`config.mk`:
```
export PLATFORM = sky130hd
export DESIGN_NAME = serial_sub_ctrl
export DESIGN_NICKNAME = d
export VERILOG_FILES = /design/src/rtl/serial_sub_ctrl.sv
export SDC_FILE = /design/constraint.sdc
export NUM_CORES = 1
export LEC_CHECK = 0
export ABC_AREA = 1
export BUFFER_PORTS_ARGS = -buffer_cell sky130_fd_sc_hd__clkbuf_2
export CAP_MARGIN = 20
export CORE_MARGIN = 4
export CORE_UTILIZATION = 50
export CTS_CLUSTER_SIZE = 25
export DETAILED_ROUTE_END_ITERATION = 8
export GPL_TIMING_DRIVEN = 0
export PLACE_DENSITY = 0.81
export SYNTH_ARGS = -nofsm -noshare
export SYNTH_HDL_FRONTEND = slang
export SYNTH_SLANG_ARGS = --single-unit
```
`constraint.sdc`:
```
create_clock -name clk -period 1.4 [get_ports clk]
set_input_delay 0.07 -clock clk [delete_from_list [all_inputs] [get_ports clk]]
set_output_delay 0.07 -clock clk [all_outputs]
set_load 0.01 [all_outputs]
```
`src/rtl/serial_sub_ctrl.sv`:
```
// serial_sub_ctrl: bit-serial a-b using one full-subtractor cell, LSB first.
// Optional SERIAL_SUB_CMP_EN adds a_lt_b / a_eq_b compare flags.
module serial_sub_ctrl #(
    parameter  int WIDTH = 8,
    localparam int CNT_W = $clog2(WIDTH)
) (
    input  logic             clk,
    input  logic             rst,
    input  logic             start,
    input  logic [WIDTH-1:0] a,
    input  logic [WIDTH-1:0] b,
    output logic             busy,
    output logic             done,
    output logic [WIDTH-1:0] diff,
    output logic             borrow_out
`ifdef SERIAL_SUB_CMP_EN
    ,
    output logic             a_lt_b,
    output logic             a_eq_b
`endif
);

    typedef enum logic [1:0] {
        S_IDLE,
        S_RUN,
        S_DONE
    } state_t;

    localparam logic [CNT_W-1:0] LAST = CNT_W'(WIDTH - 1);

    state_t           state_q;
    logic [CNT_W-1:0] cnt_q;
    logic [CNT_W-1:0] cnt_d;
    logic [WIDTH-1:0] a_sr_q;
    logic [WIDTH-1:0] b_sr_q;
    // Holds the WIDTH-1 bits produced so far; the last bit goes
    // straight into the result register.
    logic [WIDTH-2:0] diff_sr_q;
    logic [WIDTH-1:0] diff_sr_d;
    logic             borrow_q;
    logic             borrow_d;
    logic             diff_bit;
    logic             busy_q;
    logic             done_q;
    logic [WIDTH-1:0] diff_q;
    logic             borrow_out_q;
    logic             accept;
    logic             last;

`ifdef SERIAL_SUB_CMP_EN
    logic             nz_q;
    logic             a_lt_b_q;
    logic             a_eq_b_q;
`else
    // Compare flags are not built in this configuration.
`endif

    // One full-subtractor cell fed from the operand LSBs and borrow flop.
    always_comb begin
        diff_bit  = a_sr_q[0] ^ b_sr_q[0] ^ borrow_q;
        borrow_d  = (~a_sr_q[0] & (b_sr_q[0] ^ borrow_q))
                  | (b_sr_q[0] & borrow_q);
        diff_sr_d = {diff_bit, diff_sr_q};
        cnt_d     = cnt_q + CNT_W'(1);
        last      = (cnt_q == LAST);
        accept    = start && (state_q == S_IDLE || state_q == S_DONE);
    end

    // Control FSM, datapath shift registers and registered outputs.
    always_ff @(posedge clk) begin
        if (rst) begin
            state_q      <= S_IDLE;
            cnt_q        <= '0;
            a_sr_q       <= '0;
            b_sr_q       <= '0;
            diff_sr_q    <= '0;
            borrow_q     <= 1'b0;
            busy_q       <= 1'b0;
            done_q       <= 1'b0;
            diff_q       <= '0;
            borrow_out_q <= 1'b0;
`ifdef SERIAL_SUB_CMP_EN
            nz_q         <= 1'b0;
            a_lt_b_q     <= 1'b0;
            a_eq_b_q     <= 1'b0;
`endif
        end else begin
            done_q <= 1'b0;
            if (accept) begin
                state_q   <= S_RUN;
                cnt_q     <= '0;
                a_sr_q    <= a;
                b_sr_q    <= b;
                diff_sr_q <= '0;
                borrow_q  <= 1'b0;
                busy_q    <= 1'b1;
`ifdef SERIAL_SUB_CMP_EN
                nz_q      <= 1'b0;
`endif
            end else begin
                unique case (state_q)
                    S_IDLE: begin
                        state_q <= S_IDLE;
                    end
                    S_RUN: begin
                        a_sr_q    <= {1'b0, a_sr_q[WIDTH-1:1]};
                        b_sr_q    <= {1'b0, b_sr_q[WIDTH-1:1]};
                        diff_sr_q <= diff_sr_d[WIDTH-1:1];
                        borrow_q  <= borrow_d;
`ifdef SERIAL_SUB_CMP_EN
                        nz_q      <= nz_q | diff_bit;
`endif
                        if (last) begin
                            state_q      <= S_DONE;
                            busy_q       <= 1'b0;
                            done_q       <= 1'b1;
                            diff_q       <= diff_sr_d;
                            borrow_out_q <= borrow_d;
`ifdef SERIAL_SUB_CMP_EN
                            a_lt_b_q     <= borrow_d;
                            a_eq_b_q     <= ~(nz_q | diff_bit);
`endif
                        end else begin
                            cnt_q <= cnt_d;
                        end
                    end
                    S_DONE: begin
                        state_q <= S_IDLE;
                    end
                    default: begin
                        state_q <= S_IDLE;
                        busy_q  <= 1'b0;
                    end
                endcase
            end
        end
    end

    assign busy       = busy_q;
    assign done       = done_q;
    assign diff       = diff_q;
    assign borrow_out = borrow_out_q;
`ifdef SERIAL_SUB_CMP_EN
    assign a_lt_b     = a_lt_b_q;
    assign a_eq_b     = a_eq_b_q;
`endif

endmodule

```
Word-level counts from Yosys, hierarchy flattened
Index checks and enable logic that the tools add are counted.

word-level totals
  register bits after elaboration = 40
  latch bits = 0
  RAM bits = 0
  bits in read-only memories = 0
  bits of input ports = 19
  output and inout port bits = 11
  logic and storage cells = 48
  memories = 0

cells by class
  add/sub/neg operators = 1
  multiply operators = 0
  divide/modulo/power cells = 0
  order comparisons = 0
  equality and inequality tests = 5
  shift operators = 0
  multiplexer cells = 11
  bitwise gates (word level) = 10
  reductions and logical operators = 10

operators with widths
  cell                                                    number
  2-to-1 mux 8 bit                                        4
  2-to-1 mux 1 bit                                        6
  NOT 1 bit                                               4
  AND reduction 2 bit                                     2
  OR reduction 2 bit                                      2
  adder 3 x 1 -> 3 bit (second input constant)            1
  equality test 3 bit (second input constant)             1
  inequality test 3 bit (second input constant)           1
  AND reduction 3 bit                                     1
  OR reduction 3 bit                                      1
  XOR 1 bit                                               3
  bitwise AND 1 bit                                       2
  equality test 2 x 1 -> 1 bit (second input constant)    1
  equality test 2 bit (second input constant)             1
  logical NOT 2 bit                                       1
  inequality test 2 x 1 -> 1 bit (second input constant)  1
  one-hot mux 1 bit (2 select lines)                      1
  nonzero test 2 bit                                      1
  logical AND 1 bit                                       1
  logical OR 1 bit                                        1
  OR 1 bit                                                1

Depth between registers and ports, before layout
  word-level depth = 5
  gate-level depth with buffers = 8
  gate-level depth less buffers = 7

Worst setup path before layout
OpenSTA, ideal clock, no wires.

  kind = register -> register
  start = reg cnt_q[0]
  end = reg diff_q[1], in the netlist diff[1]
  library setup time = 0.121 ns
  data arrival time = 1.119 ns
  required time = 1.279 ns
  setup slack = 0.160 ns
  cell stages (with the launch flop) = 8
  buffers on the path = 0
  period minus slack after synthesis = 1.240 ns
  cell sequence = dfxtp_1 > ha_1 > ha_1 > inv_1 > nor2_8 > inv_2 > nand3_1 > o21ai_0

between the ends
  cells in the longest elaborated chain, start to end = 2

RTL lines
  what                                  line  source
  start, declared                       32    logic [CNT_W-1:0] cnt_q;
  start signal, assigned                124   cnt_q <= cnt_d;
  equality test 3 bit                   65    last = (cnt_q == LAST);
  named net last                        48    logic last;
  AND reduction 3 bit (no source line)  n/a
  end signal, assigned                  117   diff_q <= diff_sr_d;
  end, declared                         45    logic [WIDTH-1:0] diff_q;

The timed path passes the listed nets, and every way through them passes these cells.
A chain may end at the register's enable or synchronous reset.

Worst setup path in the final report
  start = reg cnt_q[0]
  end = reg diff_q[7], in the netlist diff[7]

Same word-level chain as after synthesis.

==> impl_metrics.yaml <==
status:
  outcome: "complete, no violations"
worst_hold_path:
  min_delay_path_depth: 5
  hp-start: "b[4]"
  min_to: "b_sr_q[4]"
  hp-class: "in -> reg"
critical_path:
  crit_path_top_delay_cell: "dfxtp_2"
  crit_top_cell: "nor2_1"
  reg2reg_from: "cnt_q[0]"
  path_class: "reg -> reg"
  cp.buffers_inverters: 2
  start_kind: "register"
  worstPathMaxFanout: 9
  ff2ff_setup_slack_ns: 0.12
  crit_family: "flip-flops"
  reg2regPathDepth: 7
  arrival_ns: 1.51
  end_kind: "register"
  critPathLaunch: "cnt_q[0]"
  cp_cell_sequence: "ha_1 -> ha_2 -> inv_1 -> nor2_8 -> inv_4 -> nor2_1 -> nor2_1"
  timing.rr.end: "diff[7]"
  slowest_delay_ns: 0.36
  required_ns: 1.64
global_route:
  first_global_vias: 1374
  antenna_found_initial: 0
  grtUsageTotal_pct: 17.7
  grt_max_degree: 12
  overflow: 0
  grt_pass1_wl_um: 6070
logic_synthesis:
  synth.yosys.seq_area_share_pct: 45.2
  ys_ff_latch: 40
  yosysWarnings: 0
  synthCells: 232
  synth_nets: 254
  synth_area_per_cell_um2: 7.63
  synth.distinct_cells: 21
  syn_area_um2: 1770
timing:
  layout_worst_path_cycle_share_pct: 91.2
  finalSetupViolCount: 0
  finalHoldViolations: 0
  setup_ws_ns: 0.124
  clock.fmax_mhz: 784
  fin_skew_ns: 0.00724
  worstMarginPinSlew_ns: 0.544
  grt_setup_unrepaired: "no"
  relSlewSlack_pct: 63.7
  fin_tns_setup_ns: 0
  drv_slew: 0
  fin_crit_ns: 1.28
die:
  ios: 30
  rows: 21
  dieArea_um2: 4560
  coreArea_um2: 3390
  die_h_um: 67.5
  die_w_um: 67.5
  start_util_pct: 52.2
power_and_ir_drop:
  p_int_mw: 1.58
  p_comb_share_pct: 15.2
  seqPwrFrac_pct: 57.2
  power_density_nw_per_um2: 1050
  leakagePower_nw: 1.04
  switching_share_pct: 26.8
  switchingPower_mw: 0.580
  p_clk_share_pct: 27.6
  ir_drop_uv: 485
route:
  vias: 1523
  wirelength_um: 3480
  drcViolationCount: 0
  antenna_left: 0
  drt_iter0_drc: 70
  via_per_inst: 4.80
  first_pass_iters: 4
  routedWlPerCell_um: 11.0
clocking:
  numClockSinks: 40
  cts_buffers: 5
  clock_latency_ns: 0.34
  cts_tree: "done"
  ctsLongestPathBuffers: 2
  clkTransAtPathRegs_ns: 0.11
  cts-root-buf: "clkbuf_4"
  cts.htree.levels: 2
layout:
  drive_gt1_share_pct: 20.3
  num_antenna_cells: 0
  fin_nets: 292
  fin_area_um2: 2060
  fin_cells: 317
  final_common_cell: "dfxtp_1"
  mostFrequentLayoutCells: "dfxtp_1, nand2_1, inv_1"
  syn2layout_area_growth_pct: 16.3
placement:
  place_congestion: 0.810
  port_buffers: 29
  placedCellCount: 307
  post-place-ws_ns: 0.0147
  placed_area_um2: 1970
  hpwl_um: 2540
flow_run:
  max_cap_violations: 0
==> layer usage <==
metal	track usage [%]	share of wire [%]	routed length, um	vias to the layer above
li1	-	-	-	816
met1	21.9	44	1540	673
met2	28.7	50	1730	32
met3	6.66	5.8	201	2
met4	4.81	0.46	16	0
met5	0	0	0	-
==> tightest hold or removal path: cells and delay by family <==
kind / cells / cell delay, ns
AOI/OAI and AO/OA: 1 / 0.05
and+or+nand+nor: 2 / 0.09
buffers and inverters: 2 / 0.12
==> area by class of cell <==
type | instances | area (um^2)
timing repair buffer | 31 | 165
buffer | 8 | 71.3
tap | 46 | 57.6
multi-input combinational | 145 | 749
inverter | 39 | 154
clock buffer | 8 | 58.8
sequential | 40 | 802
fill | 314 | 1330
==> synth_stat cells <==
cell / instances / share of area, %
a21oi_1: 17 / 4.8
nand2_2: 2 / 0.71
inv_1: 36 / 7.6
ha_1: 2 / 1.4
nand2_1: 36 / 7.6
nor3_1: 7 / 2.0
fa_1: 1 / 1.1
inv_2: 2 / 0.42
clkbuf_1: 2 / 0.42
dfxtp_1: 40 / 45
nand2_8: 1 / 1.1
nor2_8: 2 / 2.3
nor2_1: 28 / 5.9
o21ai_1: 5 / 1.4
nand3_1: 18 / 5.1
buf_4: 1 / 0.42
inv_6: 1 / 0.49
o21ai_0: 22 / 6.2
buf_6: 5 / 3.2
nor2_4: 3 / 1.9
o211a_1: 1 / 0.57
==> per-stage QoR <==
step / power, mW / hold slack (ns) / util (%)
after CTS: 2.18 / 0.0137 / 60.6
after global routing: 2.30 / 0.0180 / 60.7
after floorplan: 1.50 / 0.205 / -
after detailed placement: 1.59 / 0.315 / 58.2
after global placement: 1.57 / 0.309 / 58.2
final: 2.16 / 0.0248 / 60.7
==> worst max-delay path by stage <==
stage               depth (start not counted)  slack, ns  endpoint
global placement                            7       0.06   diff[7]
floorplan                                   7       0.16   diff[1]
detailed placement                          7       0.01   diff[1]
CTS                                         7       0.03   diff[1]
global route                                7      0.006   diff[6]
finish                                      7       0.12   diff[7]
==> registers in the layout (all words and copies together) (netlist names) <==
register    flops
diff            8
cnt_q           3
done            1
b_sr_q          8
borrow_out      1
borrow_q        1
a_sr_q          8
state_q         2
busy            1
diff_sr_q       7
==> cells by family after synthesis <==
group                      count (synthesis)  share of synthesized area [%]
and+or+nand+nor                           97                           26.6
buffers and inverters                     47                           12.6
AOI/OAI and AO/OA                         45                           13.0
DFF                                       40                           45.2
adders and majority gates                  3                           2.54
==> power groups by stage <==
stage / Sequential (mW) / Clock (mW) / Combinational [mW]
after floorplan: 1.25 / 0 / 0.241
after global placement: 1.26 / 0 / 0.313
after detailed placement: 1.26 / 0 / 0.324
after CTS: 1.24 / 0.611 / 0.331
after global routing: 1.24 / 0.670 / 0.382
final: 1.24 / 0.597 / 0.329
==> repair_timing <==
item | CTS | global route
setup buffers | 0 | 0
hold endpoints to repair | 2 | 0
pin swaps | 0 | 1
setup endpoints to repair | 1 | 13
hold buffers | 2 | 0
resized for setup | 1 | 4
(Power assumes the default switching activity.)
